`src/rtl/mem_responder_if.sv`:
```
// Request/response bundle between a requester and mem_responder.
// The err signal exists only when MEM_RANGE_CHECK_EN is defined.
interface mem_responder_if #(
  parameter int ADDR_WIDTH = 8,
  parameter int DATA_WIDTH = 16
);
  logic                  req;
  logic                  rnw;
  logic [ADDR_WIDTH-1:0] addr;
  logic [DATA_WIDTH-1:0] wdata;
  logic                  busy;
  logic                  ready;
  logic [DATA_WIDTH-1:0] rdata;
`ifdef MEM_RANGE_CHECK_EN
  logic                  err;
`endif

  // Handshake: a request is accepted on a rising edge where the responder
  // is idle (busy=0) and req=1; rnw/addr/wdata are captured on that edge.
  // req while busy is dropped, not queued. ready pulses for one cycle when
  // the access has completed; rdata is valid with ready on reads.
  modport master (
    output req, rnw, addr, wdata,
`ifdef MEM_RANGE_CHECK_EN
    input  err,
`endif
    input  busy, ready, rdata
  );

  modport slave (
    input  req, rnw, addr, wdata,
`ifdef MEM_RANGE_CHECK_EN
    output err,
`endif
    output busy, ready, rdata
  );
endinterface

```
`src/rtl/mem_responder.sv`:
```
// Wait-state memory responder: one request at a time, WAIT_CYCLES extra cycles, then a ready pulse.
// Optional MEM_RANGE_CHECK_EN: out-of-range addresses are flagged on err instead of wrapping.
module mem_responder #(
  parameter int ADDR_WIDTH  = 8,
  parameter int DATA_WIDTH  = 16,
  parameter int DEPTH       = 256,
  parameter int WAIT_CYCLES = 2
) (
  input  logic                 clk,
  input  logic                 reset,
  mem_responder_if.slave       bus,
  output logic [1:0]           dbg_state_o
);
  localparam int CNT_W = (WAIT_CYCLES > 0) ? $clog2(WAIT_CYCLES + 1) : 1;
  localparam int IDX_W = (DEPTH > 1) ? $clog2(DEPTH) : 1;
  localparam logic [CNT_W-1:0] CNT_LOAD = CNT_W'(WAIT_CYCLES);

  localparam logic [1:0] S_IDLE   = 2'd0;
  localparam logic [1:0] S_ACCESS = 2'd1;
  localparam logic [1:0] S_DONE   = 2'd2;

  logic [1:0]            state_q, state_d;
  logic [CNT_W-1:0]      cnt_q, cnt_d;
  logic                  rnw_q, rnw_d;
  logic [ADDR_WIDTH-1:0] addr_q, addr_d;
  logic [DATA_WIDTH-1:0] wdata_q, wdata_d;
  logic [DATA_WIDTH-1:0] rdata_q, rdata_d;
  logic                  commit;
  logic                  range_ok;
  logic                  mem_we;
  logic [IDX_W-1:0]      idx;

  logic [DATA_WIDTH-1:0] mem_q [DEPTH];

  // Addresses past DEPTH wrap modulo DEPTH, which also keeps the index legal
  // when the range check is enabled.
  assign idx = IDX_W'(32'(addr_q) % 32'(DEPTH));

`ifdef MEM_RANGE_CHECK_EN
  logic err_q, err_d;
  assign range_ok = (32'(addr_q) < 32'(DEPTH));
`else
  assign range_ok = 1'b1;
`endif

  assign mem_we = commit && !rnw_q && range_ok;

  always_comb begin
    state_d = state_q;
    cnt_d   = cnt_q;
    rnw_d   = rnw_q;
    addr_d  = addr_q;
    wdata_d = wdata_q;
    rdata_d = rdata_q;
    commit  = 1'b0;
    case (state_q)
      S_IDLE: begin
        if (bus.req) begin
          state_d = S_ACCESS;
          cnt_d   = CNT_LOAD;
          rnw_d   = bus.rnw;
          addr_d  = bus.addr;
          wdata_d = bus.wdata;
        end
      end
      S_ACCESS: begin
        if (cnt_q != '0) begin
          cnt_d = cnt_q - CNT_W'(1);
        end else begin
          commit  = 1'b1;
          state_d = S_DONE;
        end
      end
      S_DONE:  state_d = S_IDLE;
      default: state_d = S_IDLE;
    endcase
    if (commit && rnw_q) rdata_d = range_ok ? mem_q[idx] : '0;
  end

`ifdef MEM_RANGE_CHECK_EN
  assign err_d = commit && !range_ok;
`endif

  always_ff @(posedge clk or negedge reset) begin
    if (!reset) begin
      state_q <= S_IDLE;
      cnt_q   <= '0;
      rnw_q   <= 1'b0;
      addr_q  <= '0;
      wdata_q <= '0;
      rdata_q <= '0;
`ifdef MEM_RANGE_CHECK_EN
      err_q   <= 1'b0;
`endif
    end else begin
      state_q <= state_d;
      cnt_q   <= cnt_d;
      rnw_q   <= rnw_d;
      addr_q  <= addr_d;
      wdata_q <= wdata_d;
      rdata_q <= rdata_d;
`ifdef MEM_RANGE_CHECK_EN
      err_q   <= err_d;
`endif
    end
  end

  // Storage is never cleared; a reset during ACCESS forces IDLE so the write is dropped.
  always_ff @(posedge clk) begin
    if (mem_we) mem_q[idx] <= wdata_q;
  end

  assign bus.busy    = (state_q != S_IDLE);
  assign bus.ready   = (state_q == S_DONE);
  assign bus.rdata   = rdata_q;
`ifdef MEM_RANGE_CHECK_EN
  assign bus.err     = err_q;
`endif
  assign dbg_state_o = state_q;
endmodule
```
`src/flat_wrapper.sv`:
```
// flat-port wrapper written by rule: the top's interface ports become plain ports
module mem_responder_flat 
#(
  parameter int ADDR_WIDTH  = 8,
  parameter int DATA_WIDTH  = 16,
  parameter int DEPTH       = 256,
  parameter int WAIT_CYCLES = 2
)
  (clk, reset, dbg_state_o, bus_req, bus_rnw, bus_addr, bus_wdata, bus_busy, bus_ready, bus_rdata);
  mem_responder_if #(.ADDR_WIDTH(ADDR_WIDTH), .DATA_WIDTH(DATA_WIDTH)) bus_i ();
  input  logic clk;
  input  logic reset;
  output logic [1:0] dbg_state_o;
  input wire logic [$bits(bus_i.req)-1:0] bus_req;
  input wire logic [$bits(bus_i.rnw)-1:0] bus_rnw;
  input wire logic [$bits(bus_i.addr)-1:0] bus_addr;
  input wire logic [$bits(bus_i.wdata)-1:0] bus_wdata;
  output wire logic [$bits(bus_i.busy)-1:0] bus_busy;
  output wire logic [$bits(bus_i.ready)-1:0] bus_ready;
  output wire logic [$bits(bus_i.rdata)-1:0] bus_rdata;
  assign bus_i.req = bus_req;
  assign bus_i.rnw = bus_rnw;
  assign bus_i.addr = bus_addr;
  assign bus_i.wdata = bus_wdata;
  assign bus_busy = bus_i.busy;
  assign bus_ready = bus_i.ready;
  assign bus_rdata = bus_i.rdata;
  mem_responder #(.ADDR_WIDTH(ADDR_WIDTH), .DATA_WIDTH(DATA_WIDTH), .DEPTH(DEPTH), .WAIT_CYCLES(WAIT_CYCLES)) u_core (.clk(clk), .reset(reset), .bus(bus_i), .dbg_state_o(dbg_state_o));
endmodule
```
`config.mk`:
```
export PLATFORM = sky130hd
export DESIGN_NAME = mem_responder_flat
export DESIGN_NICKNAME = d
export VERILOG_FILES = /design/src/rtl/mem_responder_if.sv /design/src/rtl/mem_responder.sv /design/src/flat_wrapper.sv
export SDC_FILE = /design/constraint.sdc
export NUM_CORES = 2
export LEC_CHECK = 0
export ABC_CLOCK_PERIOD_IN_PS = 7700
export CELL_PAD_IN_SITES_DETAIL_PLACEMENT = 0
export CELL_PAD_IN_SITES_GLOBAL_PLACEMENT = 1
export CORE_MARGIN = 2
export CORE_UTILIZATION = 50
export CTS_BUF_LIST = sky130_fd_sc_hd__clkbuf_8
export DETAILED_ROUTE_END_ITERATION = 8
export PLACE_DENSITY = 0.74
export SYNTH_ARGS = -nofsm -noshare
export SYNTH_HDL_FRONTEND = slang
export SYNTH_SLANG_ARGS = --single-unit
```
`constraint.sdc`:
```
create_clock -name clk -period 7.7 [get_ports clk]
set_clock_uncertainty 0.15 [all_clocks]
set_input_delay 1.54 -clock clk [delete_from_list [all_inputs] [get_ports clk]]
set_output_delay 1.54 -clock clk [all_outputs]
set_load 0.03 [all_outputs]
```
== Yosys cells after proc, flatten, opt, wreduce, memory -nomap -nowiden ==
Memory sizes are Yosys's and may differ from the RTL's. A register that Yosys moved wholly into a read port is not among the register bits.
Cells that the tools add are included.

* Input bits: 28
* Memories kept: 1
* Latch bits: 0
* RAM bits: 4096
* Bits in read-only memories: 0
* Flip-flop bits (word level): 29

{| class="wikitable"
|+ Memory list
! name !! words !! bits a word !! rd ports !! clocked after Yosys merged registers in !! wr ports !! RTL line !! text
|-
| u_core.mem_q || 256 || 16 || 1 || 1 || 1 || mem_responder.sv:33 || <nowiki>logic [DATA_WIDTH-1:0] mem_q [DEPTH];</nowiki>
|}

* $mul: 0
* Bitwise operators: 0
* Equal/unequal tests: 5
* Divide/modulo/power cells: 0
* Shifts and indexed selects: 0
* Muxes and demuxes: 10
* Reduce and logical (&&, ||, !) cells: 11
* $add $sub $neg: 1
* Order comparisons: 0

{| class="wikitable"
|+ Operator list
! kind !! count
|-
| two-way mux 2 bit || 4
|-
| case mux 2 bit (2 select lines) || 2
|-
| nonzero test 2 bit || 3
|-
| two-way mux 1 bit || 4
|-
| != test 2 bit (second input constant) || 2
|-
| AND reduction 2 bit || 2
|-
| AND reduction 3 bit || 1
|-
| == test 2 x 1 -> 1 bit (second input constant) || 1
|-
| == test 2 bit (second input constant) || 1
|-
| logical AND 1 bit || 2
|-
| zero test 1 bit || 2
|-
| zero test 2 bit || 1
|-
| != test 2 x 1 -> 1 bit (second input constant) || 1
|-
| subtractor 2 x 1 -> 2 bit (second input constant) || 1
|}

== Depth between registers and ports, before layout ==
* Depth in word-level cells: 6
* Gate-level depth with buffers: 14
* Gate-level depth less buffers: 8

== Least setup slack after synthesis ==
OpenSTA, ideal clock, no wires.

* Kind: register to register
* Start point: register u_core.wdata_q[0]
* End point: memory u_core.mem_q[0][0] (data pin)
* Stages on the path, launching flop included: 1
* Period minus slack after synthesis: 4.134 ns
* Library setup time: 0.803 ns
* Arrival time: 3.181 ns
* Setup slack: 3.566 ns
* Cells stage by stage: dfrtp_1

{| class="wikitable"
|+ RTL lines
! element !! RTL line !! text
|-
| start: declaration || mem_responder.sv:26 || <nowiki>logic [DATA_WIDTH-1:0] wdata_q, wdata_d;</nowiki>
|-
| start signal: assignment || mem_responder.sv:100 || <nowiki>wdata_q <= wdata_d;</nowiki>
|-
| end: declaration || mem_responder.sv:33 ||
|}

No word-level cell before the write port.

==> key figures <==
Drt
  – Number of routed nets with antenna violations: 0
  – 1st-iter DRT viols: about 11,000
  – Detailed-routed wire length on met2: around 200,000 um
  – Detail-routed net length per standard cell: around 33 um
  – Final wirelength: approximately 420,000 um
  – Number of vias after detailed routing: roughly 80,000
  – Routed metal-1 wire length: approximately 160,000 um
  – Drt first pass iters: 6
  – Remaining DRCs: 0
  – Routed length on met3: between 40,000 and 50,000 um
  – Highest routed layer: met5
  – Via-to-Cell Ratio: approximately 6.3

Place
  – Number of port buffers: 47
  – Final RePlAce weighted congestion: 0.8633
  – Half-perimeter wire length of the detailed placement result: roughly 240,000 um
  – Worst setup slack after placement: 2.279 ns

Die
  – Placeable core region: 317,800 um^2
  – Initial Utilization: between 50% and 60%
  – Area of the die: between 300,000 and 400,000 um^2
  – Std cell rows: 207
  – Die W: between 500 and 600 um
  – IO Count: between 40 and 50
  – DIE HEIGHT: approximately 570 um

Clocking
  – Clk pin slew, worst setup/hold paths: about 0.060 ns
  – Clock tree from TritonCTS: yes
  – Clock Tree Buf Depth: 4
  – Hold-fix buffers, CTS: 1
  – Cell at the root of the clock tree: clkbuf_8
  – CTS resizes: 0
  – Post-CTS Setup Repair Bufs: 0
  – Cts bufs inserted: around 650
  – Clock insertion delay at the later pin of the skew report: about 1.3 ns
  – Number of sinks handled by clock tree synthesis: roughly 4,100
  – CTS HTree Levels: 6

Setup path
  – Critical path class: reg -> reg
  – Arrival @ worst endpoint: 6.62 ns
  – Crit Path Max Fanout: a little over 100
  – Critical path required time: about 8.7 ns
  – Kind of end point of the critical path: flip-flop
  – Startpoint kind of the worst setup timing path: flip-flop

Power
  – Combinational share of power: between 20 and 30%
  – Power Density: 369.7 nW/um^2
  – Power spent charging and discharging nets: approximately 22 mW
  – Reported leakage power: 56.75 nW
  – Clock network fraction of total power: roughly a quarter
  – Relative contribution of sequential cells to total power: a little under half
  – Worst IR drop on VDD: 0.4114 mV
  – Sw Ratio: 33.79%
  – Internal Pwr Total: between 40 and 50 mW

STA
  – Part of the cycle the worst path needs: approximately three quarters
  – Final hold violation count: 0
  – Normalized max-slew margin: -9.517%
  – Unrepaired setup endpoints after global routing: no
  – Setup violations, final: 0
  – Total Negative Setup Slacks: 0 ns
  – Fin crit period: ~5.6 ns
  – Worst setup slack after layout: a little over 2 ns
  – Slew @ Worst Pin: roughly 1.6 ns
  – Final hold slack: between 0.3 and 0.4 ns
  – Final-report max-slew violation count: 71
  – Fmax: approximately 180 MHz

Final layout
  – Commonest cells after routing, fill and taps aside: edfxtp_1, mux4_2, clkbuf_8
  – Proportion of layout cells with a drive suffix above 1: roughly 28%
  – Number of fillers in the final layout: around 23,000
  – Number of nets at the end of the flow: between 7,000 and 8,000
  – Multi-input gate area in the final layout: 33,100 um^2
  – Area growth, synth to finish: 11.62%
  – Finished Core Util: a little under three fifths
  – Combined flip-flop and latch cell area: approximately 120,000 um^2
  – Most common library cell in the layout ignoring fill and taps: edfxtp_1

Min path
  – Kind of path behind the tightest hold check: reg -> reg

Synth
  – Average instance area after synthesis: between 20 and 25 um^2
  – Post-synth ARST share: roughly 1.1%
  – FF+latch count, synth: ~4,100
  – Most frequently used flop master after synthesis: edfxtp_1
  – Cells after synthesis: 7,091
  – Yosys warning count: 0
  – Combined area of all synthesized cells: 159,500 um^2
  – Fraction of the yosys area taken by sequential cells: ~78%
  – Syn nets: between 7,000 and 8,000
  – Number of flops mapped to enable cells by yosys: between 4,000 and 5,000
  – Unique masters post-synth: 62

Global routing
  – Via count of the first global-routing pass: 78,946
  – Pin count of the biggest net entering global routing: around 220
  – Wire length of the first global-routing pass: roughly 590,000 um
  – Aggregate global-route resource usage: 25.57%
  – Initial antenna violation count: 22
  – Total gr overflow: 0

Outcome
  – Violated checks: slew limit
  – Run status: finished with violations

Job
  – Max-cap viol count: 0
## flip-flops by register name (all words and copies together) (netlist names)
register,count
u_core.mem_q,4096
u_core.bus.rdata,16
u_core.wdata_q,16
u_core.addr_q,8
u_core.cnt_q,2
u_core.dbg_state_o,2
u_core.rnw_q,1
## per-layer routing
| layer | up-vias | track usage [%] |
|---|---|---|
| met1 | 41993 | 35.96 |
| li1 | 31414 | - |
| met4 | 12 | 9.229 |
| met2 | 4538 | 39.32 |
| met3 | 751 | 6.173 |
| met5 | - | 0 |
## Yosys cell counts, drive strengths merged, types with 9 or more instances
library cell	count	share of area, %
a21oi	48	0.15
mux2	90	0.64
inv	9	0.024
dfrtp	45	0.71
nand2	232	0.55
a211oi	19	0.093
mux2i	320	2.0
o21ai	28	0.088
nand3	24	0.075
mux4	1012	14
clkbuf	124	0.29
buf	288	1.2
a32oi	75	0.41
a31oi	21	0.082
a22oi	45	0.21
nor2	349	0.82
nor2b	9	0.035
o22ai	113	0.44
and2	9	0.035
edfxtp	4096	77
o22a	14	0.077
a32o	18	0.11
nor3	9	0.028
## power by group through the flow
stage                     clock (mW)  sequential (mW)  combinational [mW]
after CTS                       17.2             29.6                19.1
final                           17.0             29.7                19.2
after global placement             0             30.0                18.8
after global routing            18.2             29.7                20.0
after detailed placement           0             30.1                19.1
after floorplan                    0             31.3                11.0
## path summary, 6_finish.rpt
kind	slack [ns]	endpoint	cells after the start	start
max	2.05	u_core.bus.rdata[4]	8	u_core.addr_q[1]
min	0.36	u_core.addr_q[7]	1	u_core.addr_q[7]
max reg2reg	2.05	u_core.bus.rdata[4]	8	u_core.addr_q[1]
min reg2reg	0.36	u_core.addr_q[7]	1	u_core.addr_q[7]
max in group asynchronous	5.49	u_core.wdata_q[11]	3	reset
min in group asynchronous	0.60	u_core.wdata_q[9]	2	reset
## stage by stage
| step | instances | total power, mW | instance area, um^2 |
|---|---|---|---|
| after floorplan | 7091 | 42.27 | 159500 |
| after global placement | 11300 | 48.85 | 166300 |
| after detailed placement | 11303 | 49.20 | 166300 |
| after CTS | 12429 | 65.99 | 178000 |
| after global routing | 12434 | 67.91 | 178000 |
| final | 12440 | 65.82 | 178000 |
## cell type report
cell class | instances | area share, %
inverters | 9 | 0.03163
well taps | 4180 | 2.938
clock buffers | 665 | 5.141
repair buffers | 445 | 2.119
flip-flops and latches | 4141 | 69.76
diodes | 11 | 0.01546
multi-input cells | 2529 | 18.59
clock inverters | 460 | 1.403
## critical path: stages, from the launching register on
cell and delay, ns:
dfrtp_4 0.85, buf_4 0.64, buf_12 0.47, mux4_2 0.37
mux2i_1 0.12, a211oi_1 0.86, o22ai_1 0.50, or4b_2 0.94
a31oi_1 0.23
## cells by family after synthesis
kind of cell	Yosys count	share of synthesized area (%)
buffers and inverters	421	1.536
and+or+nand+nor	669	1.723
AOI/OAI and AO/OA	437	1.977
adders and majority gates	1	0.007843
muxes	1422	16.93
DFF	4141	77.82
No activity file was read; power rests on OpenSTA's default activity.
